### config.mk
export PLATFORM = sky130hd
export DESIGN_NAME = arbiter_4_rr
export DESIGN_NICKNAME = d
export VERILOG_FILES = /design/src/rtl/arb_pkg.sv /design/src/rtl/rr_pick4.sv /design/src/rtl/arbiter_4_rr.sv
export SDC_FILE = /design/constraint.sdc
export NUM_CORES = 1
export LEC_CHECK = 0
export BUFFER_PORTS_ARGS = -buffer_cell sky130_fd_sc_hd__buf_4
export CORE_AREA = 2 2 44 46
export CTS_CLUSTER_DIAMETER = 100
export CTS_CLUSTER_SIZE = 10
export DETAILED_ROUTE_END_ITERATION = 8
export DIE_AREA = 0 0 46 48
export SETUP_SLACK_MARGIN = 0.1
export SYNTH_ARGS = -nofsm -noshare
export SYNTH_HDL_FRONTEND = slang
export SYNTH_HIERARCHICAL = 1
export SYNTH_SLANG_ARGS = --single-unit
### constraint.sdc
create_clock -name clk -period 1.4 [get_ports clk]
set_input_delay 0.21 -clock clk [delete_from_list [all_inputs] [get_ports clk]]
set_output_delay 0.21 -clock clk [all_outputs]
set_load 0.1 [all_outputs]
### src/rtl/arb_pkg.sv
// Shared widths and state encoding for the 4-way round-robin arbiter.
package arb_pkg;

  localparam int unsigned NUM_REQ = 4;
  localparam int unsigned IDX_W   = 2;

  typedef enum logic {
    IDLE = 1'b0,
    BUSY = 1'b1
  } state_t;

endpackage

### src/rtl/rr_pick4.sv
// Combinational rotating-priority selector: first asserted req after 'last', with wrap.
module rr_pick4
  import arb_pkg::*;
(
  input  logic [NUM_REQ-1:0] req,
  input  logic [IDX_W-1:0]   last,
  output logic [IDX_W-1:0]   idx,
  output logic               any
);

  logic [IDX_W-1:0] cand;

  // k = NUM_REQ wraps back to 'last' itself, so it is searched last.
  always_comb begin
    idx  = '0;
    any  = 1'b0;
    cand = '0;
    for (int unsigned k = 1; k <= NUM_REQ; k++) begin
      cand = last + IDX_W'(k);
      if (!any && req[cand]) begin
        idx = cand;
        any = 1'b1;
      end
    end
  end

endmodule

### src/rtl/arbiter_4_rr.sv
// Four-requester round-robin arbiter with registered one-hot grant.
// Optional hold-time limit enabled by defining ARB_TIMEOUT_EN.
module arbiter_4_rr
  import arb_pkg::*;
#(
  parameter int unsigned MAX_HOLD = 16
) (
  input  logic               clk,
  input  logic               rst,
  input  logic               en,
  input  logic [NUM_REQ-1:0] req,
  output logic [NUM_REQ-1:0] gnt,
  output logic [IDX_W-1:0]   gnt_idx,
  output logic               gnt_valid,
  output logic               timeout
);

  if ((MAX_HOLD < 2) || (MAX_HOLD > 256)) begin : g_bad_max_hold
    $error("arbiter_4_rr: MAX_HOLD out of range 2..256");
  end

  state_t               state, state_nx;
  logic [NUM_REQ-1:0]   gnt_nx;
  logic [IDX_W-1:0]     idx_nx;
  logic                 valid_nx;
  logic                 timeout_nx;
  logic [IDX_W-1:0]     last, last_nx;
  logic [IDX_W-1:0]     pick_idx;
  logic                 pick_any;

`ifdef ARB_TIMEOUT_EN
  localparam int unsigned CNT_W = $clog2(MAX_HOLD);
  logic [CNT_W-1:0] hold_cnt, hold_cnt_nx;
`endif

  rr_pick4 u_pick (
    .req  (req),
    .last (last),
    .idx  (pick_idx),
    .any  (pick_any)
  );

  always_ff @(posedge clk) begin
    if (rst) begin
      state     <= IDLE;
      gnt       <= '0;
      gnt_idx   <= '0;
      gnt_valid <= 1'b0;
      timeout   <= 1'b0;
      last      <= IDX_W'(NUM_REQ - 1);
    end else begin
      state     <= state_nx;
      gnt       <= gnt_nx;
      gnt_idx   <= idx_nx;
      gnt_valid <= valid_nx;
      timeout   <= timeout_nx;
      last      <= last_nx;
    end
  end

`ifdef ARB_TIMEOUT_EN
  always_ff @(posedge clk) begin
    if (rst) hold_cnt <= '0;
    else     hold_cnt <= hold_cnt_nx;
  end
`endif

  always_comb begin
    state_nx   = state;
    gnt_nx     = gnt;
    idx_nx     = gnt_idx;
    valid_nx   = gnt_valid;
    last_nx    = last;
    timeout_nx = 1'b0;
`ifdef ARB_TIMEOUT_EN
    hold_cnt_nx = hold_cnt;
`endif
    case (state)
      IDLE: begin
        if (!en && pick_any) begin
          state_nx = BUSY;
          gnt_nx   = NUM_REQ'(1) << pick_idx;
          idx_nx   = pick_idx;
          valid_nx = 1'b1;
          last_nx  = pick_idx;
`ifdef ARB_TIMEOUT_EN
          hold_cnt_nx = '0;
`endif
        end
      end
      BUSY: begin
        // A voluntary release wins over a simultaneous limit hit.
        if (en || !req[gnt_idx]) begin
          state_nx = IDLE;
          gnt_nx   = '0;
          idx_nx   = '0;
          valid_nx = 1'b0;
`ifdef ARB_TIMEOUT_EN
        end else if (hold_cnt == CNT_W'(MAX_HOLD - 1)) begin
          state_nx   = IDLE;
          gnt_nx     = '0;
          idx_nx     = '0;
          valid_nx   = 1'b0;
          timeout_nx = 1'b1;
        end else begin
          hold_cnt_nx = hold_cnt + CNT_W'(1);
`endif
        end
      end
      default: begin
        state_nx = IDLE;
        gnt_nx   = '0;
        idx_nx   = '0;
        valid_nx = 1'b0;
      end
    endcase
  end

endmodule

Word-level counts from Yosys, hierarchy flattened
Cells that the tools add are included.
{"block": "totals", "ff_bits": 10, "inputBits": 7, "output_inout_bits": 8, "word_cells": 59}
{"block": "classes", "add_sub_neg": 3, "magnitude_cmp": 5, "eq_ne": 2, "shifts": 1, "muxes": 30, "n_bitwise": 1, "reduce_logical": 12}
{"op": "$lt 2x3->1 const B", "n": 5}
{"op": "$mux 1", "n": 13}
{"op": "$mux 2", "n": 6}
{"op": "$bmux 1 s2", "n": 5}
{"op": "$mux 4", "n": 2}
{"op": "$pmux 4 s2", "n": 1}
{"op": "$logic_not 1->1", "n": 5}
{"op": "$add 2x2->2 const B", "n": 2}
{"op": "$logic_and 1x1->1", "n": 4}
{"op": "$pmux 1 s2", "n": 2}
{"op": "$pmux 2 s2", "n": 1}
{"op": "$reduce_and 2->1", "n": 2}
{"op": "$shl 1x2->4 const A", "n": 1}
{"op": "$add 2x1->2 const B", "n": 1}
{"op": "$ne 2x1->1 const B", "n": 1}
{"op": "$ne 2x2->1 const B", "n": 1}
{"op": "$logic_or 1x1->1", "n": 1}
{"op": "$not 1->1", "n": 1}

Longest topological paths before layout
{"block": "depth", "depth_word": 16, "depth_mapped": 6, "mapped_depth_nobuf": 5}

By module
The synthesis kept the hierarchy.
{"mod": "arbiter_4_rr", "instances": 1, "cells_each": 53, "area_each_um2": 489.2, "seq_area_each_um2": 200.2}
{"mod": "rr_pick4", "instances": 1, "cells_each": 14, "area_each_um2": 91.3, "seq_area_each_um2": 0.0}

Worst setup path before layout
No wires, ideal clock.
{"block": "synth_timing", "kind": "reg-to-reg", "startpoint": "register gnt_idx[0]", "endpoint": "register gnt[0]", "setup_time_ps": 135, "t_arrival_ps": 1877, "required_ps": 1265, "path_slack_ps": -612, "stages_incl_launch_ff": 4, "path_buffers": 0, "period_less_slack_ps": 2012, "path_cell_list": "dfxtp_1 -> mux2_2 -> a221oi_4 -> o32ai_1"}
{"block": "synth_between", "elab_chain_cells": 6}
{"item": "start, declared", "line_no": "arbiter_4_rr.sv:13", "rtl": "output logic [IDX_W-1:0] gnt_idx,"}
{"item": "start signal, assigned", "line_no": "arbiter_4_rr.sv:54", "rtl": "gnt_idx <= idx_nx;"}
{"item": "$bmux 1 s2", "line_no": "arbiter_4_rr.sv:93", "rtl": "if (en || !req[gnt_idx]) begin"}
{"item": "$mux 1 (implied by the code)", "line_no": "arbiter_4_rr.sv:93"}
{"item": "$logic_not 1->1", "line_no": "arbiter_4_rr.sv:93"}
{"item": "$logic_or 1x1->1", "line_no": "arbiter_4_rr.sv:93"}
{"item": "$ne 2x1->1 (no source line)"}
{"item": "$reduce_and 2->1 (no source line)"}
{"item": "end signal, assigned", "line_no": "arbiter_4_rr.sv:53", "rtl": "gnt <= gnt_nx;"}
{"item": "end, declared", "line_no": "arbiter_4_rr.sv:12", "rtl": "output logic [NUM_REQ-1:0] gnt,"}
No other way between the ends. The select of a mux whose other input is x is not followed.
A chain may end at the register's enable or synchronous reset.

Worst setup path after layout
{"block": "layout_timing", "startpoint": "register gnt_idx[0]", "endpoint": "register gnt[2]"}
Same word-level chain as after synthesis.

==> summary.txt <==
Yosys
  – Post-synth cell types: 31
  – Post-synthesis sequential area ratio: 0.3448
  – Post-synthesis compound-gate area fraction: 0.2457
  – Cell Area, Synth: 580.6 um2
  – Multiplexer share of the synthesized area: 0.08190
  – Avg Cell Area, Syn: 8.665 um2
  – Synth Warn #: 6
  – Simple-gate portion of the synthesized area: 0.2629
  – Xor/xnor share of the synthesized area: 0
  – Share of the synthesized area in the top cell type: 0.3448
  – Syn nets: between 70 and 80
  – Largest cells by area after synthesis: dfxtp_1, nor2_1, a221oi_4
  – Main combinational cell family by area after synthesis: simple AND/OR/NAND/NOR gates
  – Mapped Cells: 67
  – Largest area contributor in the netlist: dfxtp_1
  – Synth Area in Adders: 0
  – Yosys reg bits: 10

Worst setup path
  – R2r endpoint: gnt[2]
  – R2R Setup Slk: 0.06 ns
  – Largest delay share family, worst path: flip-flops
  – Crit path kind: flop to flop
  – CP max FO: 6
  – Worst reg-to-reg path cell count: 4
  – Worst reg2reg path startpoint: gnt_idx[0]
  – Worst path bufs/invs: 1
  – CP Launch Type: flop
  – Crit-path cells: mux2_4 > a221oi_4 > buf_6 > o41ai_2
  – CP max stage delay: 0.39 ns
  – Crit path arrival time: 1.48 ns
  – Crit path capture type: flop
  – Slowest stage cell, crit path: dfxtp_4
  – Required time worst endpoint: 1.53 ns

Pwr
  – Power per cell area: 1049 nW/um2
  – Worst vdd ir: 0.6403 mV
  – Pleak: 0.3535 nW

Finish
  – Nets: 95
  – Most frequent cells in the layout: buf_4, nor2_1, dfxtp_1
  – Ant diodes: 0
  – Layout cells sized above 1: 0.4943
  – Finished Layout Cells: 104
  – P&R area growth vs syn: 44.61%
  – Most common cell after layout, fill and taps aside: buf_4
  – Final Util: 0.4970

Flow run
  – Max-capacitance violation count: 0

Placement
  – HPWL after DPL: 967.8 um
  – GP Congestion: 0.7075
  – Port-buffer cells: 13
  – Dpl cells: 96

Floorplan
  – Die W: 46 um
  – FP Rows: 15
  – Die H: 48 um
  – Starting Density: 0.3437
  – Core area: 1689 um2
  – Total die area: 2208 um2
  – # IOs: 15

GRT
  – Global-route usage over all layers: 0.1366
  – First-pass GRT wire length: 2.132 mm
  – Largest net degree at the start of global routing: 12
  – Vias in the first global route: 520
  – Initial antenna violation count: 0
  – Gr ovfl total: 0

Clocking
  – CTS tree: done
  – Clock sink count: 10
  – Num CTS Buffers: 3
  – Clk_lat worst skew: 0.26 ns
  – Root Driver: clkbuf_4
  – Clock-pin slew on the worst setup and hold paths: 0.07 ns
  – CTS Hold Bufs: 0
  – H-tree levels: 1
  – Maximum clock path buffer count: 2

STA
  – Fmax: roughly 0.74 GHz
  – Final Max Slew Viols: 0
  – Final setup viols: 0
  – Fin crit share: 0.9607
  – RSZ-0062 raised after global routing: yes
  – Final Skew: around 0.014 ns
  – Final Hold Viols: 0
  – Minimum clock period: 1.345 ns

Route
  – Routed met2 length: approximately 630 um
  – Routed met3 length: 62 um
  – Via/cell ratio: 5.288
  – Routed WL: 1.314 mm
  – # DRC: 0
  – Post-route ant nets: 0
  – Met1 WL: 616 um
  – WL/cell: roughly 13 um
  – Drt pass-1 iters: 4
  – Uppermost routed layer: met4
  – DR vias: 550
  – DR iter-0 viols: 9

Hold path
  – Min-delay worst type: input pin to flop
  – Critical hold path startpoint: rst
  – Hold worst-path end: gnt_idx[1]
  – Worst hold stages: 2

Run status
  – Status: complete, no violations
## logic make-up (layout without fill, tap and decap cells)
family	after synthesis	count (layout)
flops	10	10
compound gates	16	16
mux	4	4
other cells	1	1
simple gates	28	28
buf+inv	8	28
## stage by stage
step / total power [mW] / hold slack, ns / instance area (um2) / setup slack [ns] / TNS, ns
after global routing: 0.9285 / 0.1858 / 839.6 / 0.01590 / 0
after global placement: 0.6295 / 0.4606 / 706.9 / -0.003473 / -0.003473
after CTS: 0.8710 / 0.1896 / 803.3 / 0.05839 / 0
after floorplan: 0.5618 / 0.4211 / 588.1 / -0.08352 / -0.3982
after detailed placement: 0.6308 / 0.4596 / 706.9 / -0.007781 / -0.007781
final: 0.8811 / 0.1885 / 839.6 / 0.05508 / 0
## how the worst max path moves through the flow
stage	from	to	slack, ns	cells after the start
floorplan	gnt_idx[0]	gnt[0]	-0.08	3
global placement	last[1]	gnt_idx[0]	-0.003	4
detailed placement	req[1]	gnt_valid	-0.008	6
CTS	last[1]	gnt_idx[0]	0.06	5
global route	gnt_idx[0]	gnt[2]	0.02	4
finish	gnt_idx[0]	gnt[2]	0.06	4
## routing by layer
metal  GRT usage  vias up
li1            -      280
met1      0.1674      255
met2      0.2222       13
met3     0.02264        2
met4     0.08571        0
met5           0        -
## power breakdown
group	total [mW]	switching, mW	leakage (nW)	internal, mW
clock	0.205	0.0950	0.0150	0.110
sequential	0.331	0.0231	0.0836	0.308
combinational	0.345	0.223	0.255	0.122
total	0.881	0.341	0.353	0.540
## state kept, by name (all words and copies together), names as in the netlist
name,count
gnt,4
gnt_idx,2
state,1
gnt_valid,1
last,2
## synth_stat cells
cell,number
nand3b_1,2
nor2_1,8
nor2b_1,2
nand2_1,5
and2b_1,1
a211oi_1,1
mux2i_1,1
a221oi_4,1
a21oi_2,1
o41ai_1,3
o2bb2ai_1,1
or3b_2,1
clkbuf_1,2
conb_1,1
mux2_4,1
inv_1,5
a21oi_1,3
nand4b_1,2
o221ai_2,1
o21bai_1,1
dfxtp_1,10
nor3b_1,1
mux2_2,2
nor3_1,2
nand2b_1,3
o32ai_1,1
nand4_1,1
o21ai_0,1
a31oi_1,1
a22oi_1,1
buf_4,1
## layout make-up
class                           count  area, um2
Clock buffer                        4      26.28
Timing Repair Buffer               19      146.4
Sequential cell                    10      211.5
Multi-Input combinational cell     49      415.4
Tap cell                           17      21.27
Fill cell                         169      849.6
Inverter                            5      18.77
## repair_timing
item / in CTS / in global routing
endpoints found under the setup margin: 8 / 8
buffers inserted: 3 / 1
pin swaps: 2 / 3
gates resized for setup: 9 / 7
No activity file was read; power rests on OpenSTA's default activity.
